$ cat src/rtl/pipeline_sequencer_if.sv
// Bus between the pipeline sequencer and the rest of the CPU control path.
//   master : the sequencer. It takes in the memory word, the stall request and
//            the decoder results. It drives the instruction register, the
//            execute control bundle, datapath reset, the PC-update and
//            address-select controls, and the retired-instruction count.
//   slave  : the surrounding datapath (memory, decoder, register file, ALU).
interface pipeline_sequencer_if #(
  parameter int INSTR_W = 32,
  parameter int CTRL_W  = 64,
  parameter int CNT_W   = 32
);
  logic [INSTR_W-1:0] mem_instr;
  logic               stall;
  logic [CTRL_W-1:0]  dec_ctrl;
  logic               dec_is_branch;
  logic [INSTR_W-1:0] fd_instr;
  logic [CTRL_W-1:0]  ex_ctrl;
  logic               ex_valid;
  logic               control_reset;
  logic               pc_update;
  logic [1:0]         addr_sel;
  logic [CNT_W-1:0]   retired;

  modport master (
    input  mem_instr, stall, dec_ctrl, dec_is_branch,
    output fd_instr, ex_ctrl, ex_valid, control_reset, pc_update, addr_sel, retired
  );

  modport slave (
    output mem_instr, stall, dec_ctrl, dec_is_branch,
    input  fd_instr, ex_ctrl, ex_valid, control_reset, pc_update, addr_sel, retired
  );
endinterface

$ cat src/rtl/pipeline_sequencer.sv
// Fetch/decode/execute sequencer for the CPU control path.
// It owns the instruction register (fd_*) and the decode-to-execute control
// register (de_*). It also drives PC-update and address-select for the
// address register.
//
// There are two operating modes:
//   PIPELINED=1 : fetch, decode and execute overlap, one instruction per cycle.
//                 A taken branch flushes the pipeline, which costs 2 bubbles.
//   PIPELINED=0 : the F, D and E phases run in sequence, one instruction
//                 every 3 cycles.
//
// Ports:
//   clk     : rising-edge clock
//   reset_n : asynchronous active-low reset
//   bus     : pipeline_sequencer_if.master. It carries mem_instr, stall,
//             dec_ctrl and dec_is_branch in, and fd_instr, ex_ctrl, ex_valid,
//             control_reset, pc_update, addr_sel and retired out.
module pipeline_sequencer #(
  parameter int                 INSTR_W      = 32,
  parameter int                 CTRL_W       = 64,
  parameter logic [INSTR_W-1:0] NOP_INSTR    = INSTR_W'(32'hE1A00000),
  parameter logic [CTRL_W-1:0]  CTRL_NOP     = '0,
  parameter int                 RESET_CYCLES = 2,
  parameter int                 PIPELINED    = 1,
  parameter int                 CNT_W        = 32
) (
  input  logic                 clk,
  input  logic                 reset_n,
  pipeline_sequencer_if.master bus
);

  localparam int              RC_W    = $clog2(RESET_CYCLES + 1);
  localparam logic [RC_W-1:0] RC_LAST = RC_W'(RESET_CYCLES - 1);

  localparam logic [2:0] ST_RESET = 3'd0;
  localparam logic [2:0] ST_RUN   = 3'd1;
  localparam logic [2:0] ST_F     = 3'd2;
  localparam logic [2:0] ST_D     = 3'd3;
  localparam logic [2:0] ST_E     = 3'd4;

  localparam logic [1:0] SEL_ALU = 2'b00;
  localparam logic [1:0] SEL_PC  = 2'b01;
  localparam logic [1:0] SEL_INC = 2'b10;

  logic [2:0]         state_q,     state_d;
  logic [RC_W-1:0]    rst_cnt_q,   rst_cnt_d;
  logic               ctrl_rst_q,  ctrl_rst_d;
  logic [INSTR_W-1:0] fd_instr_q,  fd_instr_d;
  logic               fd_valid_q,  fd_valid_d;
  logic [CTRL_W-1:0]  de_ctrl_q,   de_ctrl_d;
  logic               de_valid_q,  de_valid_d;
  logic               de_branch_q, de_branch_d;
  logic [CNT_W-1:0]   retired_q,   retired_d;

  logic       ex_valid;
  logic       branch_taken;
  logic       pc_update;
  logic [1:0] addr_sel;

  // Execute outputs depend only on registers and stall. No path from
  // mem_instr reaches any output.
  always_comb begin
    // NOTE: every signal assigned in this block gets a default first.
    // Without the default, a path through the case that does not assign a
    // signal would infer a latch.
    ex_valid     = de_valid_q & ~bus.stall & ((state_q == ST_RUN) || (state_q == ST_E));
    branch_taken = ex_valid & de_branch_q;
    pc_update    = 1'b0;
    addr_sel     = SEL_PC;
    if (((state_q == ST_RUN) || (state_q == ST_E)) && !bus.stall) begin
      pc_update = 1'b1;
      addr_sel  = branch_taken ? SEL_ALU : SEL_INC;
    end
  end

  always_comb begin
    state_d     = state_q;
    rst_cnt_d   = rst_cnt_q;
    ctrl_rst_d  = ctrl_rst_q;
    fd_instr_d  = fd_instr_q;
    fd_valid_d  = fd_valid_q;
    de_ctrl_d   = de_ctrl_q;
    de_valid_d  = de_valid_q;
    de_branch_d = de_branch_q;
    retired_d   = retired_q;

    if (ex_valid) retired_d = retired_q + CNT_W'(1);

    case (state_q)
      ST_RESET: begin
        // Stall is ignored here. The exit edge also drops control_reset.
        if (rst_cnt_q == RC_LAST) begin
          state_d    = (PIPELINED != 0) ? ST_RUN : ST_F;
          ctrl_rst_d = 1'b0;
        end else begin
          rst_cnt_d = rst_cnt_q + RC_W'(1);
        end
      end
      ST_RUN: begin
        if (!bus.stall) begin
          if (branch_taken) begin
            // On a taken branch the flush wins. The word on mem_instr this
            // cycle is on the wrong path and is dropped.
            fd_instr_d  = NOP_INSTR;
            fd_valid_d  = 1'b0;
            de_valid_d  = 1'b0;
            de_branch_d = 1'b0;
          end else begin
            fd_instr_d  = bus.mem_instr;
            fd_valid_d  = 1'b1;
            de_ctrl_d   = bus.dec_ctrl;
            de_valid_d  = fd_valid_q;
            de_branch_d = bus.dec_is_branch & fd_valid_q;
          end
        end
      end
      ST_F: begin
        if (!bus.stall) begin
          fd_instr_d = bus.mem_instr;
          fd_valid_d = 1'b1;
          state_d    = ST_D;
        end
      end
      ST_D: begin
        if (!bus.stall) begin
          de_ctrl_d   = bus.dec_ctrl;
          de_valid_d  = fd_valid_q;
          de_branch_d = bus.dec_is_branch & fd_valid_q;
          state_d     = ST_E;
        end
      end
      ST_E: begin
        if (!bus.stall) begin
          de_valid_d  = 1'b0;
          de_branch_d = 1'b0;
          state_d     = ST_F;
        end
      end
      default: state_d = ST_RESET;
    endcase
  end

  always_ff @(posedge clk or negedge reset_n) begin
    if (!reset_n) begin
      state_q     <= ST_RESET;
      rst_cnt_q   <= '0;
      ctrl_rst_q  <= 1'b1;
      fd_instr_q  <= NOP_INSTR;
      fd_valid_q  <= 1'b0;
      de_ctrl_q   <= CTRL_NOP;
      de_valid_q  <= 1'b0;
      de_branch_q <= 1'b0;
      retired_q   <= '0;
    end else begin
      // NOTE: use non-blocking assignments here. Every flop then samples the
      // values from before the edge, whatever order the lines are written in.
      state_q     <= state_d;
      rst_cnt_q   <= rst_cnt_d;
      ctrl_rst_q  <= ctrl_rst_d;
      fd_instr_q  <= fd_instr_d;
      fd_valid_q  <= fd_valid_d;
      de_ctrl_q   <= de_ctrl_d;
      de_valid_q  <= de_valid_d;
      de_branch_q <= de_branch_d;
      retired_q   <= retired_d;
    end
  end

  assign bus.fd_instr      = fd_instr_q;
  assign bus.ex_valid      = ex_valid;
  assign bus.ex_ctrl       = ex_valid ? de_ctrl_q : CTRL_NOP;
  assign bus.control_reset = ctrl_rst_q;
  assign bus.pc_update     = pc_update;
  assign bus.addr_sel      = addr_sel;
  assign bus.retired       = retired_q;

endmodule
$ cat src/flat_wrapper.sv
// flat-port wrapper written by rule: the top's interface ports become plain ports
module pipeline_sequencer_flat 
#(
  parameter int                 INSTR_W      = 32,
  parameter int                 CTRL_W       = 64,
  parameter logic [INSTR_W-1:0] NOP_INSTR    = INSTR_W'(32'hE1A00000),
  parameter logic [CTRL_W-1:0]  CTRL_NOP     = '0,
  parameter int                 RESET_CYCLES = 2,
  parameter int                 PIPELINED    = 1,
  parameter int                 CNT_W        = 32
)
  (clk, reset_n, bus_mem_instr, bus_stall, bus_dec_ctrl, bus_dec_is_branch, bus_fd_instr, bus_ex_ctrl, bus_ex_valid, bus_control_reset, bus_pc_update, bus_addr_sel, bus_retired);
  pipeline_sequencer_if #(.INSTR_W(INSTR_W), .CTRL_W(CTRL_W), .CNT_W(CNT_W)) bus_i ();
  input  logic clk;
  input  logic reset_n;
  input wire logic [$bits(bus_i.mem_instr)-1:0] bus_mem_instr;
  input wire logic [$bits(bus_i.stall)-1:0] bus_stall;
  input wire logic [$bits(bus_i.dec_ctrl)-1:0] bus_dec_ctrl;
  input wire logic [$bits(bus_i.dec_is_branch)-1:0] bus_dec_is_branch;
  output wire logic [$bits(bus_i.fd_instr)-1:0] bus_fd_instr;
  output wire logic [$bits(bus_i.ex_ctrl)-1:0] bus_ex_ctrl;
  output wire logic [$bits(bus_i.ex_valid)-1:0] bus_ex_valid;
  output wire logic [$bits(bus_i.control_reset)-1:0] bus_control_reset;
  output wire logic [$bits(bus_i.pc_update)-1:0] bus_pc_update;
  output wire logic [$bits(bus_i.addr_sel)-1:0] bus_addr_sel;
  output wire logic [$bits(bus_i.retired)-1:0] bus_retired;
  assign bus_i.mem_instr = bus_mem_instr;
  assign bus_i.stall = bus_stall;
  assign bus_i.dec_ctrl = bus_dec_ctrl;
  assign bus_i.dec_is_branch = bus_dec_is_branch;
  assign bus_fd_instr = bus_i.fd_instr;
  assign bus_ex_ctrl = bus_i.ex_ctrl;
  assign bus_ex_valid = bus_i.ex_valid;
  assign bus_control_reset = bus_i.control_reset;
  assign bus_pc_update = bus_i.pc_update;
  assign bus_addr_sel = bus_i.addr_sel;
  assign bus_retired = bus_i.retired;
  pipeline_sequencer #(.INSTR_W(INSTR_W), .CTRL_W(CTRL_W), .NOP_INSTR(NOP_INSTR), .CTRL_NOP(CTRL_NOP), .RESET_CYCLES(RESET_CYCLES), .PIPELINED(PIPELINED), .CNT_W(CNT_W)) u_core (.clk(clk), .reset_n(reset_n), .bus(bus_i));
endmodule
$ cat config.mk
export PLATFORM = sky130hd
export DESIGN_NAME = pipeline_sequencer_flat
export DESIGN_NICKNAME = d
export VERILOG_FILES = /design/src/rtl/pipeline_sequencer_if.sv /design/src/rtl/pipeline_sequencer.sv /design/src/flat_wrapper.sv
export SDC_FILE = /design/constraint.sdc
export NUM_CORES = 1
export LEC_CHECK = 0
export CAP_MARGIN = 20
export CORE_ASPECT_RATIO = 1.2
export CORE_MARGIN = 1.5
export CORE_UTILIZATION = 48
export DETAILED_ROUTE_END_ITERATION = 10
export GPL_TIMING_DRIVEN = 0
export HOLD_SLACK_MARGIN = 0.05
export PLACE_DENSITY_LB_ADDON = 0.08
export SYNTH_ARGS = -nofsm -noshare
export SYNTH_HDL_FRONTEND = slang
export SYNTH_SLANG_ARGS = --single-unit
export TNS_END_PERCENT = 50
$ cat constraint.sdc
create_clock -name clk -period 4 [get_ports clk]
set_clock_uncertainty 0.05 [all_clocks]
set_input_delay 0.6 -clock clk [delete_from_list [all_inputs] [get_ports clk]]
set_output_delay 0.6 -clock clk [all_outputs]
set_load 0.01 [all_outputs]
==> results of run 1 <==
## cell type report
| type | instances | area share |
|---|---|---|
| Sequential cell | 137 | 0.3662 |
| Multi-Input combinational cell | 289 | 0.2767 |
| Timing Repair Buffer | 232 | 0.2494 |
| Inverter | 7 | 0.002799 |
| Clock inverter | 4 | 0.004799 |
| Clock buffer | 25 | 0.05065 |
| Tap cell | 164 | 0.02186 |
| Buffer | 34 | 0.02759 |
## kinds of logic after synthesis
group           synth area share
compound gates           0.06098
xor+xnor                 0.05009
fa+ha+maj               0.003959
buf+inv                  0.04514
flops                     0.5439
mux                       0.1548
simple gates              0.1412
## report_power, final
group | switching [mW] | total [mW] | internal (mW)
sequential | 0.117 | 1.68 | 1.56
clock | 0.537 | 1.41 | 0.873
combinational | 0.349 | 0.936 | 0.587
total | 1.00 | 4.03 | 3.02
## stage by stage
stage / TNS (ns) / utilization / area (um2) / std cells
after floorplan: 0 / - / 6320 / 467
after detailed placement: 0 / 0.6968 / 8866 / 863
after global routing: 0 / 0.7377 / 9387 / 892
after global placement: -409.98 / 0.6945 / 8837 / 862
after CTS: 0 / 0.7377 / 9387 / 892
final: 0 / 0.7377 / 9387 / 892
## synth_stat cells, types with 4 or more instances
cell type    n
nand2_1     14
clkbuf_1    19
nor3_1      10
mux2_2       6
a22o_1      26
nand4_1     10
buf_12       6
mux2_4      60
xnor2_1     14
inv_1        7
and4_1       5
nand3_1      7
xor2_1      19
dfrtp_1    130
nor3_2       4
dfstp_2      7
nor2_1       8
buf_4        4
o22a_1       6
and3_1      67
## per-layer routing
layer	share of wire	GRT usage
met5	0	0
met3	0.070	0.07852
met1	0.41	0.2781
met2	0.49	0.3893
met4	0.026	0.1053
## critical path: stages, from the launching register on
cell and delay [ns]:
dfrtp_1 0.43, nor3b_4 0.37, clkbuf_1 0.49, clkbuf_1 0.33
and3_1 0.23, clkdlybuf4s50_1 0.58
## worst max-delay path by stage
stage	start	endpoint	slack (ns)
after floorplan	bus_stall	bus_ex_ctrl[10]	1.61
after global placement	reset_n	u_core.de_ctrl_q[46]$_DFFE_PN0P_	-3.09
after detailed placement	bus_stall	bus_ex_ctrl[54]	0.66
after CTS	u_core.state_q[1]$_DFFE_PN0P_	bus_ex_ctrl[15]	0.51
after global routing	u_core.state_q[1]$_DFFE_PN0P_	bus_ex_ctrl[8]	0.33
final	u_core.state_q[1]$_DFFE_PN0P_	bus_ex_ctrl[15]	0.50
## flip-flops by register name, indices dropped and copies added, names as in the netlist
register / count
u_core.rst_cnt_q: 2
u_core.state_q: 3
u_core.de_branch_q: 1
u_core.bus.fd_instr: 32
u_core.de_ctrl_q: 64
u_core.bus.retired: 32
u_core.fd_valid_q: 1
u_core.bus.control_reset: 1
u_core.de_valid_q: 1
## cells in the final DEF (no fill, tap or decap), types with 14 or more instances in the layout
| cell | count |
|---|---|
| xnor2_1 | 14 |
| clkdlybuf4s50_1 | 230 |
| mux2_4 | 60 |
| nand2_1 | 14 |
| a22o_1 | 26 |
| clkbuf_16 | 17 |
| dfrtp_1 | 130 |
| xor2_1 | 19 |
| and3_1 | 67 |
| clkbuf_1 | 25 |
==> flow_summary.toml, run 1 <==
[sta]
final.period_utilization = 0.8747
final.hold.worst_slack_ns = 0.1073
final_hold_viol_count = 0
max_slew_margin = 0.5483
finalSetupViolCount = 0
timing_max_transition_violations_final = 0
worstMarginPinSlew_ns = 0.6761
worst_slack_ns = 0.5011
max_clock_freq_ghz = 0.2858
unrepaired_setup_endpoints_after_global_routing = "false"
post-route-min-period_ns = 3.499

[synthesis]
syn-num-nets = 569
number_of_enable_flip_flop_cells_after_synthesis = 0
main_flop_type_after_synthesis = "dfrtp_1"
yosysWarningCount = 0
netlist_instances = 467
synth_top_area_cell = "dfrtp_1"
synth_seq_cells = 137
post_synth_instance_area_um2 = 6320
synthDistinctLibCells = 46
synth_async_sr_flop_share = 1.000
synth.yosys.seq_area_share = 0.5439
synth.top_cell.area_share = 0.5147
syn_area_per_cell_um2 = 13.53
biggest_area_contributors_in_the_synthesized_netlist = "dfrtp_1 51%, mux2_4 14%, and3_1 6.6%"

[setup_path]
worstRegToRegCells = 6
crit_fanout = 10
crit-reg2reg-launch = "u_core.state_q[2]$_DFFE_PN0P_"
worst_ep_arrival_time_ns = 2.85
r2r_setup_slack_ns = 1.82
worstSetupStartpointType = "flop"
critPathRequiredTime_ns = 3.35
worstSetupPathType = "flop to output pin"
r2r-end = "u_core.de_ctrl_q[19]$_DFFE_PN0P_"
critical_path.endpoint_type = "output pin"

[layout]
final_nets = 820
multi_input_comb_area_um2 = 2597
insertedDiodeCount = 0
seqCellArea_um2 = 3437
layout-drive-gt1-share = 0.1745
flow.area_growth_from_synthesis_pct = 48.53
n_fill_cell = 878

[run]
drv.max_cap_violation_count = 0

[cts]
ctsResizeCount = 0
bufs_on_longest_clock_path = 2
clk_transition_reported_paths_ns = 0.05
cts_made_buffers = 17
clk-insertion-delay-late_ns = 0.41
clock_tree_from_tritoncts = "yes"
clockRootBuffer = "clkbuf_16"
cts_max_level = 4
hold_buffers = 0
postCtsSetupRepairBufs = 0
numClockSinks = 137

[routing]
drtIter0Drc = 154
routed-via-count = 4608
viasPerCell = 5.166
drt_pre_antenna_iters = 4
routed_wl_um = 15430
antenna_violating_nets_post_route = 0
drc_violations_left = 0
avgRoutedWirePerCell_um = 17.30

[grt]
grt_overflow_total = 0
grt_start_max_net_pins = 76
grt_antenna_before_repair = 0
grt_pass1_wl_um = 25230
global_route.usage.total = 0.2349
grt_pass1_vias = 5000

[power]
report.power.total_mw = 4.028
ir_worst_vdd_mv = 0.2759
p_leak_nw = 4.280
power_density_over_the_cells_nw_per_um2 = 429.1

[worst_hold_path]
worstHoldPathType = "primary input to asynchronous set/reset pin"

[place]
pre_cts_ws_ns = 0.6553
hpwl_detailed_um = 11080
gpl.final_weighted_congestion = 0.8258
port-buffer-count = 231

[floorplan]
fp.coreArea_um2 = 12720
die_height_um = 128.7
io_pins = 233
floorplan.die_area_um2 = 13870
initial_utilization = 0.4967
die-width_um = 107.7
num_rows = 45

[outcome]
run_status = "finished clean"
No activity file was read; power rests on OpenSTA's default activity.
==> run 2: changes to the inputs <==
- CAP_MARGIN: 20 -> 25
- CTS_CLUSTER_DIAMETER: not set -> 50
==> results of run 2 <==
The final DEF is identical to that of run 1; final timing and power are the same.
